--- config.mk ---
export PLATFORM = sky130hd
export DESIGN_NAME = calpart_seq
export DESIGN_NICKNAME = d
export VERILOG_FILES = /design/src/rtl/calpart_seq.sv
export SDC_FILE = /design/constraint.sdc
export NUM_CORES = 1
export LEC_CHECK = 0
export ABC_AREA = 1
export CAP_MARGIN = 10
export CELL_PAD_IN_SITES_DETAIL_PLACEMENT = 0
export CELL_PAD_IN_SITES_GLOBAL_PLACEMENT = 2
export CORE_ASPECT_RATIO = 2
export CORE_UTILIZATION = 25
export CTS_BUF_LIST = sky130_fd_sc_hd__clkbuf_2
export DETAILED_ROUTE_END_ITERATION = 8
export GPL_ROUTABILITY_DRIVEN = 0
export PLACE_DENSITY = 0.87
export SLEW_MARGIN = 20
export SYNTH_ARGS = -nofsm -noshare
export SYNTH_HDL_FRONTEND = slang
export SYNTH_SLANG_ARGS = --single-unit
--- constraint.sdc ---
create_clock -name i_clock -period 1.65 [get_ports i_clock]
set_input_delay 0.33 -clock i_clock [delete_from_list [all_inputs] [get_ports i_clock]]
set_output_delay 0.33 -clock i_clock [all_outputs]
set_load 0.01 [all_outputs]
--- src/rtl/calpart_seq.sv ---
// Microcoded sequencer: fetches instructions from an async-read ROM and drives calpart datapath controls.
// Latency: 2 cycles per instruction (FETCH + EXEC); IN/OUT add one cycle per handshake wait.
// Backpressure: IN holds in EXEC until i_in_valid, OUT holds in EXEC until i_out_ready; PC frozen meanwhile.
//
// Ports:
//   i_clock, i_rst_n          clock, asynchronous active-low reset
//   i_start / o_busy / o_done host control (start sampled in IDLE only, done pulses in HALT EXEC)
//   o_imem_addr / i_imem_data program ROM (address = PC, data valid combinationally)
//   i_in_valid / o_in_ready   input handshake (host data on calpart datain)
//   o_out_valid / i_out_ready output handshake (calpart dataout)
//   i_q                       calpart zero flag
//   o_ie .. o_cal_value       calpart datapath controls, combinational from state and IR
module calpart_seq #(
   parameter int PC_W    = 8,
   parameter int INSTR_W = 20
) (
   input  logic               i_clock,
   input  logic               i_rst_n,
   input  logic               i_start,
   output logic               o_busy,
   output logic               o_done,
   output logic [PC_W-1:0]    o_imem_addr,
   input  logic [INSTR_W-1:0] i_imem_data,
   input  logic               i_in_valid,
   output logic               o_in_ready,
   output logic               o_out_valid,
   input  logic               i_out_ready,
   input  logic               i_q,
   output logic               o_ie,
   output logic               o_ze,
   output logic               o_oe,
   output logic               o_we,
   output logic               o_rae,
   output logic               o_rbe,
   output logic [1:0]         o_wa,
   output logic [1:0]         o_raa,
   output logic [1:0]         o_rba,
   output logic [2:0]         o_op,
   output logic [3:0]         o_cal_value
);

   typedef enum logic [1:0] {
      S_IDLE  = 2'd0,
      S_FETCH = 2'd1,
      S_EXEC  = 2'd2
   } state_t;

   localparam logic [3:0] CLS_NOP  = 4'd0;
   localparam logic [3:0] CLS_IN   = 4'd1;
   localparam logic [3:0] CLS_ALU  = 4'd2;
   localparam logic [3:0] CLS_OUT  = 4'd3;
   localparam logic [3:0] CLS_JZ   = 4'd4;
   localparam logic [3:0] CLS_JMP  = 4'd5;
   localparam logic [3:0] CLS_HALT = 4'd15;

   localparam logic [PC_W-1:0] PC_ONE = {{(PC_W-1){1'b0}}, 1'b1};

   state_t               r_state;
   state_t               w_state_nxt;
   logic [PC_W-1:0]      r_pc;
   logic [PC_W-1:0]      w_pc_nxt;
   logic [PC_W-1:0]      w_pc_inc;
   logic [INSTR_W-1:0]   r_ir;

   logic [3:0]           w_cls;
   logic [1:0]           w_rd;
   logic [1:0]           w_ra;
   logic [1:0]           w_rb;
   logic [2:0]           w_op;
   logic [3:0]           w_cal;
   logic [PC_W-1:0]      w_tgt;

   assign w_cls = r_ir[19:16];
   assign w_rd  = r_ir[15:14];
   assign w_ra  = r_ir[13:12];
   assign w_rb  = r_ir[11:10];
   assign w_op  = r_ir[9:7];
   assign w_cal = r_ir[6:3];
   assign w_tgt = r_ir[PC_W-1:0];

   // Natural overflow of the PC width gives the required modulo-2^PC_W wrap.
   assign w_pc_inc    = r_pc + PC_ONE;
   assign o_imem_addr = r_pc;
   assign o_busy      = (r_state != S_IDLE);

   always_ff @(posedge i_clock or negedge i_rst_n) begin
      if (!i_rst_n) begin
         r_state <= S_IDLE;
         r_pc    <= '0;
         r_ir    <= '0;
      end else begin
         r_state <= w_state_nxt;
         r_pc    <= w_pc_nxt;
         if (r_state == S_FETCH) begin
            r_ir <= i_imem_data;
         end
      end
   end

   always_comb begin
      w_state_nxt = r_state;
      w_pc_nxt    = r_pc;
      o_done      = 1'b0;
      o_in_ready  = 1'b0;
      o_out_valid = 1'b0;
      o_ie        = 1'b0;
      o_ze        = 1'b0;
      o_oe        = 1'b0;
      o_we        = 1'b0;
      o_rae       = 1'b0;
      o_rbe       = 1'b0;
      o_wa        = 2'd0;
      o_raa       = 2'd0;
      o_rba       = 2'd0;
      o_op        = 3'd0;
      o_cal_value = 4'd0;

      case (r_state)
         S_IDLE: begin
            if (i_start) begin
               w_pc_nxt    = '0;
               w_state_nxt = S_FETCH;
            end
         end

         S_FETCH: begin
            w_state_nxt = S_EXEC;
         end

         S_EXEC: begin
            case (w_cls)
               CLS_IN: begin
                  o_in_ready = 1'b1;
                  o_ie       = 1'b1;
                  o_wa       = w_rd;
                  // Register write only on the actual transfer cycle.
                  if (i_in_valid) begin
                     o_we        = 1'b1;
                     w_pc_nxt    = w_pc_inc;
                     w_state_nxt = S_FETCH;
                  end
               end

               CLS_ALU: begin
                  o_rae       = 1'b1;
                  o_rbe       = 1'b1;
                  o_raa       = w_ra;
                  o_rba       = w_rb;
                  o_op        = w_op;
                  o_cal_value = w_cal;
                  o_we        = 1'b1;
                  o_wa        = w_rd;
                  o_ze        = 1'b1;
                  w_pc_nxt    = w_pc_inc;
                  w_state_nxt = S_FETCH;
               end

               CLS_OUT: begin
                  o_rae       = 1'b1;
                  o_rbe       = 1'b1;
                  o_raa       = w_ra;
                  o_rba       = w_rb;
                  o_op        = w_op;
                  o_cal_value = w_cal;
                  o_oe        = 1'b1;
                  o_out_valid = 1'b1;
                  if (i_out_ready) begin
                     w_pc_nxt    = w_pc_inc;
                     w_state_nxt = S_FETCH;
                  end
               end

               // Q was updated on the previous ALU edge, so it is current here.
               CLS_JZ: begin
                  w_pc_nxt    = i_q ? w_tgt : w_pc_inc;
                  w_state_nxt = S_FETCH;
               end

               CLS_JMP: begin
                  w_pc_nxt    = w_tgt;
                  w_state_nxt = S_FETCH;
               end

               // PC stays on the HALT so the host can see where execution stopped.
               CLS_HALT: begin
                  o_done      = 1'b1;
                  w_state_nxt = S_IDLE;
               end

               // NOP and the unassigned classes: advance with no datapath activity.
               default: begin
                  w_pc_nxt    = w_pc_inc;
                  w_state_nxt = S_FETCH;
               end
            endcase
         end

         default: begin
            w_state_nxt = S_IDLE;
         end
      endcase
   end

endmodule

Word level (Yosys, flattened, before mapping)
Cells that the tools add are included.
{"block": "totals", "register_bits": 30, "latch_bits": 0, "ramBits": 0, "rom_bits": 0, "elab_cells": 57, "mem_count": 0}
{"block": "op_classes", "add_sub_neg": 1, "mul": 0, "n_div": 0, "magnitude_cmp": 0, "eq_ne": 12, "n_shift": 0, "mux": 34, "bitwise_logic": 0, "reduce_logical": 7}
{"cell": "case mux 8 bit (5 select lines)", "count": 1}
{"cell": "2-to-1 mux 8 bit", "count": 4}
{"cell": "2-to-1 mux 2 bit", "count": 9}
{"cell": "case mux 8 bit (2 select lines)", "count": 1}
{"cell": "2-to-1 mux 1 bit", "count": 12}
{"cell": "case mux 2 bit (3 select lines)", "count": 2}
{"cell": "adder 8 x 1 -> 8 bit, second input constant", "count": 1}
{"cell": "== test 4 x 2 -> 1 bit, second input constant", "count": 2}
{"cell": "== test 4 x 3 -> 1 bit, second input constant", "count": 2}
{"cell": "2-to-1 mux 4 bit", "count": 2}
{"cell": "2-to-1 mux 3 bit", "count": 2}
{"cell": "!= test 3 bit, second input constant", "count": 2}
{"cell": "AND reduction 5 bit", "count": 1}
{"cell": "== test 4 x 1 -> 1 bit, second input constant", "count": 1}
{"cell": "== test 4 bit, second input constant", "count": 1}
{"cell": "!= test 2 bit, second input constant", "count": 2}
{"cell": "nonzero test 2 bit", "count": 2}
{"cell": "OR reduction 2 bit", "count": 2}
{"cell": "AND reduction 3 bit", "count": 1}
{"cell": "== test 2 x 1 -> 1 bit, second input constant", "count": 1}
{"cell": "== test 2 bit, second input constant", "count": 1}
{"cell": "zero test 2 bit", "count": 1}
{"cell": "case mux 1 bit (2 select lines)", "count": 1}

Depth between registers and ports, before layout
Gate-level depths: netlist of run 1.
{"block": "depth", "depth_word": 4, "depth_mapped": 9}

Worst setup path before layout of run 1
No wires, ideal clock.
{"block": "synth_path", "path_kind": "register to output", "startpoint": "register r_state[0]", "endpoint": "output port o_we", "arrival_time_ns": 1.180, "path_slack_ns": 0.140, "stages_incl_launch_ff": 6, "path_cell_list": "dfrtp_1 -> inv_2 -> nand2_2 -> nor3_1 -> nand2_1 -> o21ai_0"}
{"block": "synth_between", "elab_chain_cells": 2}
{"item": "start, declared", "line_no": "58", "rtl": "state_t r_state;"}
{"item": "start signal, assigned", "line_no": "92", "rtl": "r_state <= w_state_nxt;"}
{"item": "== test 2 bit", "line_no": "118", "rtl": "case (r_state)"}
{"item": "2-to-1 mux 1 bit", "line_no": "118"}
{"item": "end, declared", "line_no": "32", "rtl": "output logic o_we,"}
No other way between the ends.

Final worst setup path of run 1
{"block": "layout_path", "startpoint": "register r_state[0]", "endpoint": "output port o_cal_value[3]"}
{"block": "layout_between", "elab_chain_cells": 2}
{"item": "== test 2 bit", "line_no": "118"}
{"item": "2-to-1 mux 4 bit", "line_no": "118"}
{"item": "end, declared", "line_no": "39", "rtl": "output logic [3:0] o_cal_value"}
No other way between the ends.

==> run_results.csv, run 1 <==
group,metric,value,unit
power,p_sw,1.62,mW
timing,slew_viol_final,0,
floorplan,initial_utilization,0.257,
timing,period_needed,1.79,ns
final_layout,drive_gt1_frac,0.354,
power,seq_power_share,0.315,
worst_setup_path,r2r-end,"o_imem_addr[4]$_DFFE_PN0P_",
final_layout,nNetsFinal,341,
global_route,globalRouteTotalUtil,0.145,
detailed_routing,viasPerCell,4.23,
detailed_routing,via_count,1691,
floorplan,coreArea,6310,µm²
worst_setup_path,r2r.worst_path.cells,9,
detailed_routing,ant_nets,0,
clock_tree,cts_inserted_buffers,5,
timing,clock_skew,0.0116,ns
timing,max_freq,558,MHz
clock_tree,cts_buffer_depth,2,
power,p_clk_frac,0.087,
synth,ys_types,20,
floorplan,die_area,6840,µm²
synth,synth_area,1620,µm²
final_layout,layout_commonest_cell,"nand2_1",
power,intPower,2.32,mW
power,swShare,0.411,
clock_tree,cts_num_sinks,30,
status,violations,"negative setup slack",
worst_setup_path,r2r_slack,0.12,ns
floorplan,boundaryPins,57,
clock_tree,clkTransAtPathRegs,0.15,ns
worst_setup_path,reg2reg_from,"r_ir[16]$_DFFE_PN0N_",
detailed_routing,drt_wl_total,4430,µm
final_layout,utilization,0.421,
global_route,grt_pass1_vias,1731,
worst_setup_path,cp.arrival,1.46,ns
place,hpwlAfterDp,3310,µm
synth,ys_warn_count,0,
detailed_routing,drc,0,
timing,period_share,1.09,
detailed_routing,drt-initial-drc-count,17,
global_route,grt_max_degree,31,
final_layout,area_growth,63.4,%
power,leakagePower,1.42,nW
floorplan,die_y,116,µm
worst_setup_path,max_stage_delay,0.42,ns
clock_tree,clock_latency,0.33,ns
final_layout,mostFrequentLayoutCells,"43 x nand2_1, 35 x nor2_1, 34 x buf_4",
detailed_routing,drt_pre_antenna_iters,4,
flow_run,max_cap_viol_count,0,
global_route,use_met3,0.0201,
global_route,overflow,0,
power,p_per_area,1480,nW/µm²
timing,setup_ws,-0.143,ns
clock_tree,htree_levels,2,
worst_setup_path,path_cells,"inv_2, nand2_4, inv_2, nand2_4, buf_12, nor2_2, buf_2",
synth,yosys-top-cells-area,"dfrtp_1 46%, nand2_1 11%, nor2_1 10%, inv_1 6.5%, a21oi_1 4.3%",
global_route,met1_usage,0.150,
place,io_buffers,56,
synth,synth_top_cell_area_share,0.462,
final_layout,fin_cells,400,
clock_tree,cts_tree,"yes",
timing,finalHoldViolCount,0,
global_route,antenna_found_initial,0,
synth,seq_area_frac_synth,0.462,
worst_setup_path,cp-start-kind,"flip-flop",
detailed_routing,drt-wirelength-per-cell,11.1,µm
global_route,grt_pass1_wl,7520,µm
synth,syn_area_per_cell,7.45,µm²
floorplan,fp.dieW,59.0,µm
min_path,worstHoldPathType,"in2async",
synth,yosys.area.top_type,"dfrtp_1",
power,peakVddDrop,0.635,mV
power,combPwrFrac,0.598,
status,outcome,"finished with violations",
final_layout,diodes,0,
global_route,grt-busiest-layer,"met2",
synth,syn_inst,218,
timing,rsz0062_at_grt,"yes",
clock_tree,root_buffer,"clkbuf_2",
timing,worst_pin_slew,0.394,ns
worst_setup_path,path_class,"reg2out",
worst_setup_path,crit_required,1.32,ns
worst_setup_path,crit_path_end_kind,"output port",
place,post-place-cells,378,
timing,max_slew_margin,0.737,
worst_setup_path,slowest_stage,"dfrtp_1",
synth,ys_seq_elements,30,
place,post-place-ws,-0.247,ns
global_route,grtUsageMet2,0.273,
worst_setup_path,crit_fanout,13,
synth,syn_nets,245,
timing,finalSetupViolCount,22,
floorplan,num_rows,41,
[logic make-up after synthesis]
logic type / share of synthesized area
DFF: 0.462
buffers and inverters: 0.106
AOI/OAI and AO/OA: 0.0817
and+or+nand+nor: 0.300
adders and majority gates: 0.00770
muxes: 0.0416
[flip-flops by register name, indices dropped and copies added (netlist names)]
| name | flops |
|---|---|
| r_ir | 20 |
| o_imem_addr | 8 |
| r_state | 2 |
[synthesized netlist by cell type]
cell,number
o21ai_1,4
nor2_1,45
buf_6,1
mux2_2,6
dfrtp_1,30
nor3_1,2
ha_1,1
buf_2,3
nand2_1,46
o21bai_1,1
o21ai_0,7
nand2_2,6
nand3_1,14
a21oi_1,14
nand4_2,1
or2_1,1
inv_2,3
buf_4,4
nand3_2,1
inv_1,28
[worst max-delay path by stage]
stage / start / slack (ns) / depth (start not counted) / to
after floorplan: r_state[0]$_DFFE_PN0P_ / 0.14 / 5 / o_we
after global placement: r_state[0]$_DFFE_PN0P_ / -0.24 / 6 / o_we
after detailed placement: r_ir[19]$_DFFE_PN0N_ / -0.25 / 7 / o_cal_value[3]
after CTS: r_ir[19]$_DFFE_PN0N_ / -0.19 / 7 / o_cal_value[3]
after global routing: r_ir[18]$_DFFE_PN0N_ / -0.28 / 7 / o_raa[0]
final: r_state[0]$_DFFE_PN0P_ / -0.14 / 7 / o_cal_value[3]
[cell type report]
type	instances	area, µm²
Fill cell	690	3660
Sequential cell	30	753
Tap cell	86	108
Clock buffer	7	35.0
Multi-Input combinational cell	149	825
Inverter	31	119
Timing Repair Buffer	97	815
[metal layers]
layer / wire [µm] / vias to the layer above
li1: - / 866
met5: 0 / -
met1: 1670 / 787
met3: 103 / 6
met2: 2580 / 32
met4: 77 / 0
[repair_timing]
item | 4_1_cts | 5_1_grt
buffers inserted | 15 | 3
pin swaps | 6 | 7
setup endpoints to repair | 31 | 32
resized for setup | 119 | 19
hold buffers | 0 | 0
[per-stage QoR]
step / total power, mW / instance area (µm²) / hold slack, ns / TNS [ns]
global placement: 3.16 / 2460 / 0.485 / -3.84
global route: 4.33 / 2650 / 0.371 / -4.96
finish: 3.93 / 2650 / 0.363 / -2.38
CTS: 3.87 / 2590 / 0.359 / -3.08
detailed placement: 3.19 / 2460 / 0.494 / -4.04
floorplan: 2.34 / 1620 / 0.0344 / 0
[critical path, delay by kind of cell, from the launching register on]
family	cells	cell delay (ns)
simple gates	3	0.23
flops	1	0.42
buf+inv	4	0.46
[power by group through the flow]
stage | Clock [mW] | Sequential (mW) | Combinational [mW]
6_report | 0.342 | 1.24 | 2.35
5_1_grt | 0.403 | 1.29 | 2.64
4_1_cts | 0.367 | 1.24 | 2.26
3_5_place_dp | 0 | 1.29 | 1.90
3_3_place_gp | 0 | 1.28 | 1.88
2_1_floorplan | 0 | 1.30 | 1.03
Note: power is estimated with default switching activity, not from simulation.
==> run 2: changes to the inputs <==
- CORE_ASPECT_RATIO: 2 -> 0.9
==> run 2 against run 1 <==
  * The run still ends with negative setup slack left
  * Hold slack lost 0.023 ns
  * Critical path depth is the same
  * Die area shrank 0.27%
  * Combinational power grew 3%
  * Sequential share of layout area shrank 1.6 points
  * Sequential cell count is the same
  * Maximum frequency shrank 3.4%
  * Setup slack lost 0.064 ns
  * Sequential power is essentially flat
  * First-iteration DRC count grew to 4.0 times the previous value
  * Routed wire length grew 4.2%
  * Total power grew 1.8%
  * Highest routed layer unchanged
==> run_results.csv, run 2 (same netlist as run 1, synthesis figures left out) <==
group,metric,value,unit
status,outcome,"finished with violations",
status,violations,"negative setup slack",
final_layout,drive_gt1_frac,0.375,
timing,period_needed,1.86,ns
power,leakagePower,1.49,nW
worst_setup_path,cp.arrival,1.53,ns
final_layout,nNetsFinal,342,
final_layout,fill_cells,632,
final_layout,stdcell_area,2810,µm²
detailed_routing,drc,0,
global_route,antenna_found_initial,0,
final_layout,utilization,0.455,
floorplan,coreArea,6180,µm²
place,post-place-ws,-0.214,ns
worst_setup_path,r2r.worst_path.cells,9,
final_layout,fin_cells,402,
power,totalPowerFinal,4.01,mW
detailed_routing,drt-initial-drc-count,68,
worst_setup_path,crit_required,1.32,ns
floorplan,die_y,78.5,µm
timing,max_freq,539,MHz
place,hpwlAfterDp,3060,µm
clock_tree,htree_levels,2,
final_layout,register_area,753,µm²
detailed_routing,drt_pre_antenna_iters,4,
global_route,globalRouteTotalUtil,0.148,
clock_tree,clkTransAtPathRegs,0.16,ns
detailed_routing,drt_wl_total,4620,µm
timing,max_slew_margin,0.732,
final_layout,layout_commonest_cell,"nand2_1",
timing,holdWs,0.340,ns
power,p_per_area,1420,nW/µm²
flow_run,max_cap_viol_count,0,
timing,clock_skew,0.0139,ns
global_route,grt_max_degree,31,
worst_setup_path,crit_fanout,6,
detailed_routing,ant_nets,0,
floorplan,die_area,6820,µm²
timing,finalSetupViolCount,21,
place,placed_area,2440,µm²
global_route,grt_pass1_vias,1670,
final_layout,largest_register,"r_ir",
min_path,worstHoldPathType,"in2async",
clock_tree,cts_inserted_buffers,5,
clock_tree,clock_latency,0.36,ns
worst_setup_path,endpoint,"o_raa[1]",
detailed_routing,viasPerCell,4.12,
clock_tree,hold_buffers,0,
floorplan,fp.dieW,87.0,µm
worst_setup_path,setup.worst_path.start,"r_state[0]$_DFFE_PN0P_",
worst_setup_path,r2r-end,"o_imem_addr[2]$_DFFE_PN0P_",
timing,period_share,1.13,
final_layout,diodes,0,
clock_tree,cts_num_sinks,30,
clock_tree,root_buffer,"clkbuf_2",
floorplan,initial_utilization,0.263,
place,io_buffers,56,
place,post-place-cells,378,
timing,worst_pin_slew,0.402,ns
worst_setup_path,crit_path_end_kind,"output port",
clock_tree,cts_buffer_depth,2,
clock_tree,cts_tree,"yes",
timing,finalSetupTns,-3.75,ns
worst_setup_path,r2r_slack,0.15,ns
worst_setup_path,path_class,"reg2out",
floorplan,boundaryPins,57,
global_route,overflow,0,
worst_setup_path,reg2reg_from,"r_state[0]$_DFFE_PN0P_",
detailed_routing,via_count,1658,
final_layout,mostFrequentLayoutCells,"44 x nand2_1, 36 x buf_4, 28 x nor2_1, 28 x dfrtp_1, 25 x clkdlybuf4s50_1",
timing,rsz0062_at_grt,"yes",
detailed_routing,drt-wirelength-per-cell,11.5,µm
timing,slew_viol_final,0,
final_layout,largest_reg_flops,20,
floorplan,num_rows,27,
global_route,grt_pass1_wl,7650,µm
final_layout,area_growth,73.3,%
final_layout,multi_input_area,862,µm²
worst_setup_path,cp-start-kind,"flip-flop",
timing,finalHoldViolCount,0,
power,peakVddDrop,0.531,mV
timing,setup_ws,-0.207,ns
[run 2: per-layer routing]
| metal | vias to the layer above | routed length [µm] | share of wire | track usage |
|---|---|---|---|---|
| met4 | 0 | 61 | 0.013 | 0.0550 |
| met3 | 7 | 263 | 0.057 | 0.0421 |
| met5 | - | 0 | 0 | 0 |
| met2 | 44 | 2140 | 0.46 | 0.238 |
| met1 | 741 | 2150 | 0.47 | 0.186 |
| li1 | 866 | - | - | - |
[run 2: worst min-delay path by stage]
stage | to | slack [ns] | cells past startpoint
floorplan | o_imem_addr[0]$_DFFE_PN0P_ | 0.03 | 0
global placement | r_ir[2]$_DFFE_PN0N_ | 0.48 | 1
detailed placement | r_ir[2]$_DFFE_PN0N_ | 0.49 | 1
CTS | o_imem_addr[4]$_DFFE_PN0P_ | 0.34 | 2
global route | r_ir[3]$_DFFE_PN0N_ | 0.33 | 2
finish | o_imem_addr[4]$_DFFE_PN0P_ | 0.34 | 2
[run 2: what timing repair did]
item,4_1_cts,5_1_grt
buffers inserted,14,5
pin swaps,6,4
resized for setup,140,30
hold endpoints to repair,0,0
cloned,1,0
endpoints found under the setup margin,31,30
[run 2: final cells by class]
type                    count  share of cell area
multi-input cells         149               0.306
repair buffers             98               0.332
inverters                  31              0.0431
clock buffers               7              0.0124
well taps                  87              0.0387
flip-flops and latches     30               0.268
[run 2: worst max-delay path, stage by stage (launching register included)]
cell	delay, ns
dfrtp_1	0.42
inv_2	0.08
nand2_2	0.12
inv_2	0.11
nand2_4	0.09
buf_16	0.17
nor2_4	0.09
buf_6	0.10
[run 2: report_power, final]
group | switching [mW] | total, mW | internal [mW]
registers | 0.149 | 1.22 | 1.07
logic | 1.28 | 2.42 | 1.15
clock network | 0.254 | 0.364 | 0.110
total | 1.68 | 4.01 | 2.33
